File: src/rtl/store_monitor.sv
// Store monitor: sniffs the processor data-memory write bus, logs stores in a
// show-ahead FIFO, counts run cycles/stores and latches a pass/fail verdict.
module store_monitor #(
  parameter int unsigned DEPTH      = 8,
  parameter logic [31:0] PASS_ADDR  = 32'd100,
  parameter logic [31:0] PASS_DATA  = 32'd25,
  parameter int unsigned MAX_CYCLES = 200
) (
  input  logic                     clk,
  input  logic                     reset,
  input  logic                     MemWrite,
  input  logic [31:0]              DataAdr,
  input  logic [31:0]              WriteData,
  input  logic                     rd_en,
  output logic                     rd_valid,
  output logic [31:0]              rd_addr,
  output logic [31:0]              rd_data,
  output logic [$clog2(DEPTH):0]   fifo_count,
  output logic                     overflow,
  output logic [15:0]              store_count,
  output logic [15:0]              cycle_count,
  output logic                     done,
  output logic                     pass,
  output logic                     fail
);

  localparam int unsigned AW = $clog2(DEPTH);
  localparam int unsigned CW = AW + 1;
  localparam logic [CW-1:0] FULL_CNT   = CW'(DEPTH);
  localparam logic [15:0]   LAST_CYCLE = 16'(MAX_CYCLES - 1);

  typedef enum logic [1:0] {
    RUN  = 2'd0,
    PASS = 2'd1,
    FAIL = 2'd2
  } state_t;

  state_t          state_q, state_d;
  logic [15:0]     cycle_q, cycle_d;
  logic [15:0]     store_q, store_d;
  logic            ovf_q, ovf_d;
  logic [CW-1:0]   count_q, count_d;
  logic [AW-1:0]   wr_ptr_q, wr_ptr_d;
  logic [AW-1:0]   rd_ptr_q, rd_ptr_d;
  logic [31:0]     mem_addr_q [DEPTH];
  logic [31:0]     mem_data_q [DEPTH];

  logic in_run;
  logic capture;
  logic sig_hit;
  logic fifo_empty;
  logic fifo_full;
  logic pop;
  logic push;
  logic drop;

  always_comb begin
    in_run     = (state_q == RUN);
    capture    = in_run && MemWrite;
    sig_hit    = capture && (DataAdr == PASS_ADDR);
    fifo_empty = (count_q == '0);
    fifo_full  = (count_q == FULL_CNT);
    pop        = rd_en && !fifo_empty;
    // A full FIFO still accepts a store when the consumer frees a slot this cycle.
    push       = capture && (!fifo_full || pop);
    drop       = capture && fifo_full && !pop;
  end

  always_comb begin
    state_d = state_q;
    if (state_q == RUN) begin
      if (sig_hit) begin
        state_d = (WriteData == PASS_DATA) ? PASS : FAIL;
      end else if (cycle_q == LAST_CYCLE) begin
        state_d = FAIL;
      end
    end
  end

  always_comb begin
    cycle_d = cycle_q;
    store_d = store_q;
    ovf_d   = ovf_q;
    if (in_run) begin
      cycle_d = cycle_q + 16'd1;
    end
    if (capture && (store_q != 16'hFFFF)) begin
      store_d = store_q + 16'd1;
    end
    if (drop) begin
      ovf_d = 1'b1;
    end
  end

  always_comb begin
    wr_ptr_d = wr_ptr_q;
    rd_ptr_d = rd_ptr_q;
    count_d  = count_q;
    if (push) begin
      wr_ptr_d = wr_ptr_q + AW'(1);
    end
    if (pop) begin
      rd_ptr_d = rd_ptr_q + AW'(1);
    end
    case ({push, pop})
      2'b10:   count_d = count_q + CW'(1);
      2'b01:   count_d = count_q - CW'(1);
      default: count_d = count_q;
    endcase
  end

  always_ff @(posedge clk or negedge reset) begin
    if (!reset) begin
      state_q  <= RUN;
      cycle_q  <= '0;
      store_q  <= '0;
      ovf_q    <= 1'b0;
      count_q  <= '0;
      wr_ptr_q <= '0;
      rd_ptr_q <= '0;
    end else begin
      state_q  <= state_d;
      cycle_q  <= cycle_d;
      store_q  <= store_d;
      ovf_q    <= ovf_d;
      count_q  <= count_d;
      wr_ptr_q <= wr_ptr_d;
      rd_ptr_q <= rd_ptr_d;
    end
  end

  // Storage needs no reset: reads are masked to zero whenever the FIFO is empty.
  always_ff @(posedge clk) begin
    if (push) begin
      mem_addr_q[wr_ptr_q] <= DataAdr;
      mem_data_q[wr_ptr_q] <= WriteData;
    end
  end

  always_comb begin
    rd_valid    = !fifo_empty;
    rd_addr     = fifo_empty ? 32'd0 : mem_addr_q[rd_ptr_q];
    rd_data     = fifo_empty ? 32'd0 : mem_data_q[rd_ptr_q];
    fifo_count  = count_q;
    overflow    = ovf_q;
    store_count = store_q;
    cycle_count = cycle_q;
    done        = (state_q != RUN);
    pass        = (state_q == PASS);
    fail        = (state_q == FAIL);
  end

endmodule

File: config.mk
export PLATFORM = sky130hd
export DESIGN_NAME = store_monitor
export DESIGN_NICKNAME = d
export VERILOG_FILES = /design/src/rtl/store_monitor.sv
export SDC_FILE = /design/constraint.sdc
export NUM_CORES = 1
export LEC_CHECK = 0
export CAP_MARGIN = 20
export CELL_PAD_IN_SITES_DETAIL_PLACEMENT = 1
export CELL_PAD_IN_SITES_GLOBAL_PLACEMENT = 2
export CORE_ASPECT_RATIO = 1.75
export CORE_MARGIN = 3
export CORE_UTILIZATION = 49
export DETAILED_ROUTE_END_ITERATION = 7
export PLACE_DENSITY_LB_ADDON = 0.1
export SLEW_MARGIN = 15
export SYNTH_ARGS = -nofsm -noshare
export SYNTH_HDL_FRONTEND = slang
export SYNTH_SLANG_ARGS = --single-unit
File: constraint.sdc
create_clock -name clk -period 18.35 [get_ports clk]
set_input_delay 5.505 -clock clk [delete_from_list [all_inputs] [get_ports clk]]
set_output_delay 5.505 -clock clk [all_outputs]
set_load 0.01 [all_outputs]
==> out/qor.csv, run 1 <==
stage,metric,value,unit
synthesis,synth unique cells,43,
timing,"Hold Vio Cnt, Final",0,
synthesis,adder-cell share of the synthesized area,0.2876,%
synthesis,async set-reset flop share out of synthesis,8.079,%
placed_design,Port Buf Inserts,172,
grt,initial antenna violation count,2,
placed_design,Setup WS pre-CTS,8.385,ns
timing,RSZ-0062 raised after global routing,false,
grt,total gr overflow,0,
die,I/O pin count,173,
clocking,clock root cell,clkbuf_16,
grt,largest net degree at the start of global routing,74,
critical_path,CP required,12.84,ns
routing,Vias/cell,5.781,
critical_path,Worst Setup Start Kind,flop,
die,Core ar.,0.04360,sq mm
status,status,"finished, final reports clean",
hold_path,hold path startpoint,store_count[9],
grt,GR Util All Layers,21.15,%
run,max cap viols,0,
routing,Vias,10620,
cells_and_area,# fillers,3734,
timing,worst clock skew,0.01406,ns
pwr,leakage,8.541,nW
routing,DR iter-0 viols,650,
critical_path,crit path DAT,4.82,ns
synthesis,number of synthesized register bits,557,
timing,fin crit share,56.29,%
placed_design,DP Wirelength,27750,um
synthesis,Syn Nets,1114,
synthesis,XOR/XNOR Fraction of Synth Area,1.490,%
cells_and_area,ant diodes,0,
die,die area,0.04706,sq mm
timing,fin worst setup slack,8.020,ns
clocking,CTS Buf Count,49,
die,Die Wd,165.3,um
clocking,clock latency on the worst-skew pair,0.56,ns
synthesis,"Cell Area, Synth",0.02175,sq mm
routing,"antenna viol nets, final",0,
clocking,Post-CTS Setup Repair Bufs,0,
synthesis,main combinational cell family by area after synthesis,multiplexers,
critical_path,Reg-to-Reg Start,state_q[0],
timing,post-layout min period,10.33,ns
clocking,H-tree lvl count,2,
die,Starting Density,49.90,%
synthesis,post-synthesis simple-gate area fraction,3.951,%
grt,vias in the first global route,12070,
synthesis,number of synthesized flops with an enable pin,512,
clocking,clock sinks,557,
clocking,Post-CTS Hold Fix Bufs,0,
critical_path,Setup crit start,rd_ptr_q[0],
cells_and_area,share of post-route cells with drive strength above 1,19.35,%
hold_path,Hold Crit Class,reg -> reg,
timing,Max Slew Vio Count,0,
synthesis,Compound-Gate Fraction of Synth Area,0.7995,%
cells_and_area,final core utilization,59.03,%
critical_path,Critical Path Fanout Max,48,
timing,"Setup violations, final",0,
clocking,CTS max path bufs,3,
synthesis,"Seq/Total Area, Yosys",75.85,%
routing,wire per inst,26.24,um
synthesis,mux cell area share after synthesis,16.50,%
clocking,"Clk pin slew, worst setup/hold paths",0.07,ns
timing,Max Freq,96.81,MHz
critical_path,critical path class,reg -> out,
placed_design,GP Congestion,0.6971,
synthesis,Post-synth top flop,edfxtp_1,
synthesis,synth warn,0,
grt,global-route wire length before repair,74110,um
synthesis,Cells after Synth,1041,
routing,drc violations,0,
cells_and_area,Area Growth Syn to Fin,18.31,%
die,chip height,284.7,um
pwr,Cell Pwr Density,135.6,mW/mm^2
clocking,CTS-repair resized insts,0,
critical_path,Worst setup EP type,output port,
cells_and_area,nets,1309,
synthesis,syn_area_per_cell,20.90,sq um
die,FP Rows,101,
timing,Sum Neg Setup Slack,0,ns
timing,Least-Margin Pin Slew,1.102,ns
routing,1st-pass router iterations,4,
pwr,Worst IR Drop VDD,86.47,uV
timing,max_slew headroom,26.52,%
clocking,CTS tree,yes,
routing,Total Routed Length,48190,um
[routing by layer]
layer / GRT usage, % / vias up / share of wire [%]
met4: 5.079 / 4 / 1.9
met5: 0 / - / 0.052
met3: 3.765 / 62 / 5.0
li1: - / 4641 / -
met2: 38.43 / 274 / 55
met1: 26.07 / 5638 / 38
[Yosys cell counts (all sizes together), types with 2 or more instances]
cell type,n,area (sq um)
and3,4,25.02
xor2,21,183.9
nor3,10,50.05
ha,5,62.56
nor4,15,93.84
xnor2,16,140.1
nor2,76,285.3
inv,9,33.78
o41ai,2,36.29
nand2b,2,12.51
mux2,5,56.30
buf,32,152.6
nand2,15,56.30
clkbuf,15,56.30
nor3b,2,15.01
mux4,128,2883
a211oi,4,30.03
dfrtp,45,1126
and4,4,35.03
nand3,11,55.05
a21oi,7,38.79
nor4b,3,32.53
nor4bb,2,20.02
edfxtp,512,15370
nand4,12,75.07
or4,5,45.04
mux2i,65,650.6
and2,5,31.28
[sequential cells by signal, summed over array words and instances (netlist names)]
name,flops
cycle_count,16
fifo_count,4
mem_addr_q,256
mem_data_q,256
overflow,1
rd_ptr_q,3
state_q,2
store_count,16
wr_ptr_q,3
[layout by cell type (no fill, tap or decap), drive strengths merged, types with 5 or more instances in the layout]
cell / n
nand3: 11
nor3: 10
clkinv: 20
bufinv: 6
dfrtp: 45
nand2: 15
xnor2: 16
mux4: 128
edfxtp: 512
or4: 5
nand4: 12
buf: 20
clkbuf: 58
nor2: 76
ha: 5
inv: 10
a21oi: 7
and2: 5
mux2: 5
nor4: 15
mux2i: 65
clkdlybuf4s50: 171
xor2: 21
[stage by stage]
stage                     cells  hold WS, ns  instance area [sq um]  power [mW]
final                      1837       0.4996                  25740       3.489
after global routing       1837       0.5185                  25740       3.656
after CTS                  1837       0.4925                  25740       3.552
after detailed placement   1751       0.4796                  24180       2.535
after global placement     1751       0.4769                  24180       2.529
after floorplan            1041       0.5134                  21750       2.085
[cell families after synthesis]
| logic type | Yosys count |
|---|---|
| mux | 198 |
| flops | 557 |
| fa+ha+maj | 5 |
| simple gates | 169 |
| buf+inv | 56 |
| compound gates | 19 |
| xor+xnor | 37 |
[worst paths after layout]
check	endpoint	slack [ns]	cells after the start
hold reg to reg	store_count[9]	0.50	1
setup / recovery	rd_addr[14]	8.02	6
max in group asynchronous	rd_ptr_q[1]	12.83	2
min in group asynchronous	cycle_count[10]	5.03	2
setup reg to reg	mem_addr_q[4][19]	15.27	5
hold / removal	store_count[9]	0.50	1
[power breakdown]
group	total (mW)	switching, mW	internal [mW]
registers	1.47	0.0791	1.39
logic	1.01	0.443	0.562
clock network	1.01	0.436	0.574
total	3.49	0.959	2.53
[layout make-up]
class	instances	area (sq um)	share of cell area, %
Sequential cell	557	16510	64.16
Multi-Input combinational cell	428	5070	19.70
Timing Repair Buffer	191	1859	7.224
Clock buffer	58	1260	4.896
Tap cell	566	708.2	2.752
Clock inverter	28	292.8	1.138
Inverter	9	33.78	0.1313
[worst max-delay path, stage by stage (launching register included)]
cell             delay, ns
dfrtp_4               0.96
buf_4                 0.90
buf_4                 0.85
mux4_2                0.60
mux2i_1               0.27
nor2_1                0.08
clkdlybuf4s50_1       0.51
(Power assumes the default switching activity.)
==> inputs of run 2 (changes only) <==
--- a/config.mk
+++ b/config.mk
@@ -10,7 +10,7 @@
 export CELL_PAD_IN_SITES_GLOBAL_PLACEMENT = 2
 export CORE_ASPECT_RATIO = 1.75
 export CORE_MARGIN = 3
-export CORE_UTILIZATION = 49
+export CORE_UTILIZATION = 41
 export DETAILED_ROUTE_END_ITERATION = 7
 export PLACE_DENSITY_LB_ADDON = 0.1
 export SLEW_MARGIN = 15
==> constraint.sdc (replaced) <==
create_clock -name clk -period 8.5 [get_ports clk]
set_input_delay 2.55 -clock clk [delete_from_list [all_inputs] [get_ports clk]]
set_output_delay 2.55 -clock clk [all_outputs]
set_load 0.01 [all_outputs]
==> out/qor.csv, run 2 (same netlist as run 1, synthesis figures left out) <==
stage,metric,value,unit,change
placed_design,DP Wirelength,29220,um,+5.3%
clocking,clock latency on the worst-skew pair,0.57,ns,about the same
placed_design,Setup WS pre-CTS,2.722,ns,-5.663 ns
hold_path,Hold Crit Class,reg -> reg,,
routing,drc violations,0,,unchanged
critical_path,Critical R2R Capture,mem_addr_q[7][22],,
clocking,"Clk pin slew, worst setup/hold paths",0.06,ns,about the same
pwr,Worst IR Drop VDD,217.4,uV,+150%
hold_path,Worst Hold Path Cells,1,,unchanged
die,I/O pin count,173,,unchanged
cells_and_area,final core utilization,49.49,%,-9.5 points
pwr,Final Power,7.585,mW,+120%
pwr,leakage,8.577,nW,+0.41%
timing,fin crit share,71.34,%,
critical_path,CP required,5.95,ns,-6.89 ns
timing,"Setup violations, final",0,,unchanged
cells_and_area,non-filler cells in the finished layout,1957,,+6.5%
pwr,Cell Pwr Density,292.0,mW/mm^2,+120%
run,max cap viols,0,,unchanged
cells_and_area,fin area,0.02598,sq mm,+0.95%
routing,wire per inst,25.58,um,-2.5%
clocking,H-tree lvl count,2,,unchanged
critical_path,Max stage delay on crit path,0.87,ns,-0.09 ns
critical_path,length in cells of the worst reg-to-reg path,5,,unchanged
die,Core ar.,0.05250,sq mm,+20%
die,FP Rows,111,,+9.9%
cells_and_area,biggest registers after layout,"mem_addr_q (256), mem_data_q (256)",,
timing,"Hold Vio Cnt, Final",0,,unchanged
die,chip height,310.7,um,+9.1%
clocking,Post-CTS Hold Fix Bufs,0,,unchanged
cells_and_area,most frequent cells in the layout,"edfxtp_1, clkdlybuf4s50_1, mux4_2, nor2_1, mux2i_1",,
die,Die Wd,180.1,um,+9.0%
cells_and_area,"most common cell after layout, fill and taps aside",edfxtp_1,,
cells_and_area,register area,0.01651,sq mm,unchanged
critical_path,slowest CP cell,dfrtp_4,,
critical_path,crit path DAT,3.51,ns,-1.31 ns
cells_and_area,# fillers,4762,,+28%
hold_path,hold path startpoint,store_count[11],,
critical_path,worst-path cell chain,buf_12 > mux4_2 > mux2i_1 > nor2_1 > clkdlybuf4s50_1,,
clocking,CTS tree,yes,,
clocking,Post-CTS Setup Repair Bufs,0,,unchanged
clocking,CTS Buf Count,51,,+4.1%
cells_and_area,nets,1314,,+0.38%
placed_design,dpl cell area,0.02439,sq mm,+0.86%
timing,Least-Margin Pin Slew,1.041,ns,-0.06167 ns
clocking,CTS-repair resized insts,0,,unchanged
grt,largest net degree at the start of global routing,95,,+28%
critical_path,FF-to-FF setup slack,5.31,ns,-9.96 ns
routing,1st-pass router iterations,4,,unchanged
placed_design,GP Congestion,0.6909,,-0.89%
die,die area,0.05597,sq mm,+19%
clocking,clock sinks,557,,unchanged
routing,DR iter-0 viols,711,,+9.4%
critical_path,Critical Path Fanout Max,70,,+46%
critical_path,Buf/Inv on CP,2,,-1
critical_path,critical path class,reg -> out,,
timing,max_slew headroom,30.63,%,+4.1 points
cells_and_area,footprint of the multi-input gates,0.005079,sq mm,+0.17%
cells_and_area,share of post-route cells with drive strength above 1,19.25,%,-0.11 points
timing,fin worst setup slack,2.436,ns,-5.584 ns
die,Starting Density,41.44,%,-8.5 points
timing,Max Freq,164.9,MHz,
routing,"antenna viol nets, final",0,,unchanged
placed_design,Placed Cells,1866,,+6.6%
timing,Fin Hold WS,0.4898,ns,-0.009827 ns
timing,Sum Neg Setup Slack,0,ns,unchanged
critical_path,Worst path top cell family by delay,buffers and inverters,,
grt,vias in the first global route,12000,,-0.55%
status,status,"finished, final reports clean",,
cells_and_area,Area Growth Syn to Fin,19.43,%,
critical_path,Worst Setup Start Kind,flop,,
grt,global-route wire length before repair,76670,um,+3.4%
clocking,clock root cell,clkbuf_16,,
routing,Vias,10710,,+0.85%
clocking,CTS max path bufs,3,,unchanged
timing,worst clock skew,0.01818,ns,+0.004125 ns
timing,post-layout min period,6.064,ns,
routing,Vias/cell,5.472,,-5.3%
routing,Total Routed Length,50070,um,+3.9%
critical_path,Worst setup EP type,output port,,
timing,Max Slew Vio Count,0,,unchanged
hold_path,Min-Delay Endpoint,store_count[11],,
grt,GR Util All Layers,17.95,%,-3.2 points
timing,RSZ-0062 raised after global routing,false,,
grt,total gr overflow,0,,unchanged
grt,initial antenna violation count,2,,unchanged
placed_design,Port Buf Inserts,172,,unchanged
critical_path,Reg-to-Reg Start,state_q[1],,
## run 2: cell types whose count changed in the layout (fill, tap and decap cells not counted), moves of 2 or more
cell	previous run	this run
clkinv_2	13	8
clkbuf_16	49	52
clkinv_1	6	14
buf_12	0	3
bufinv_16	6	4
## run 2: how the worst max path moves through the flow
stage | start | endpoint | cells after the start
floorplan | MemWrite | mem_addr_q[4][0] | 4
global placement | MemWrite | mem_addr_q[4][27] | 7
detailed placement | MemWrite | mem_addr_q[7][29] | 6
CTS | rd_ptr_q[0] | rd_addr[15] | 5
global route | rd_ptr_q[0] | rd_addr[15] | 5
finish | rd_ptr_q[0] | rd_addr[15] | 5
## run 2: power breakdown
part	switching, mW	internal [mW]	total (mW)
combinational	0.966	1.22	2.19
clock	0.974	1.24	2.21
sequential	0.180	3.01	3.19
## run 2: per-layer routing
layer / wire [um] / vias up / GRT usage (%)
met1: 19850 / 5758 / 22.41
li1: - / 4655 / -
met4: 959 / 2 / 4.540
met5: 20 / - / 0
met3: 1962 / 57 / 2.959
met2: 27270 / 237 / 32.65
## run 2: final cells by class
| class | instances | area share (%) |
|---|---|---|
| antenna | 1 | 0.009632 |
| inverter | 9 | 0.1300 |
| tap | 678 | 3.265 |
| sequential | 557 | 63.56 |
| clock buffer | 60 | 5.124 |
| multi-input combinational | 428 | 19.55 |
| timing repair buffer | 194 | 7.388 |
| clock inverter | 30 | 0.9777 |
## run 2: worst reg2reg max path, cell delays in order (launching register included)
cell,delay [ns]
dfrtp_1,0.46
or3b_2,0.57
a31oi_4,0.27
nand2_1,0.26
nor2_4,0.76
buf_4,0.51
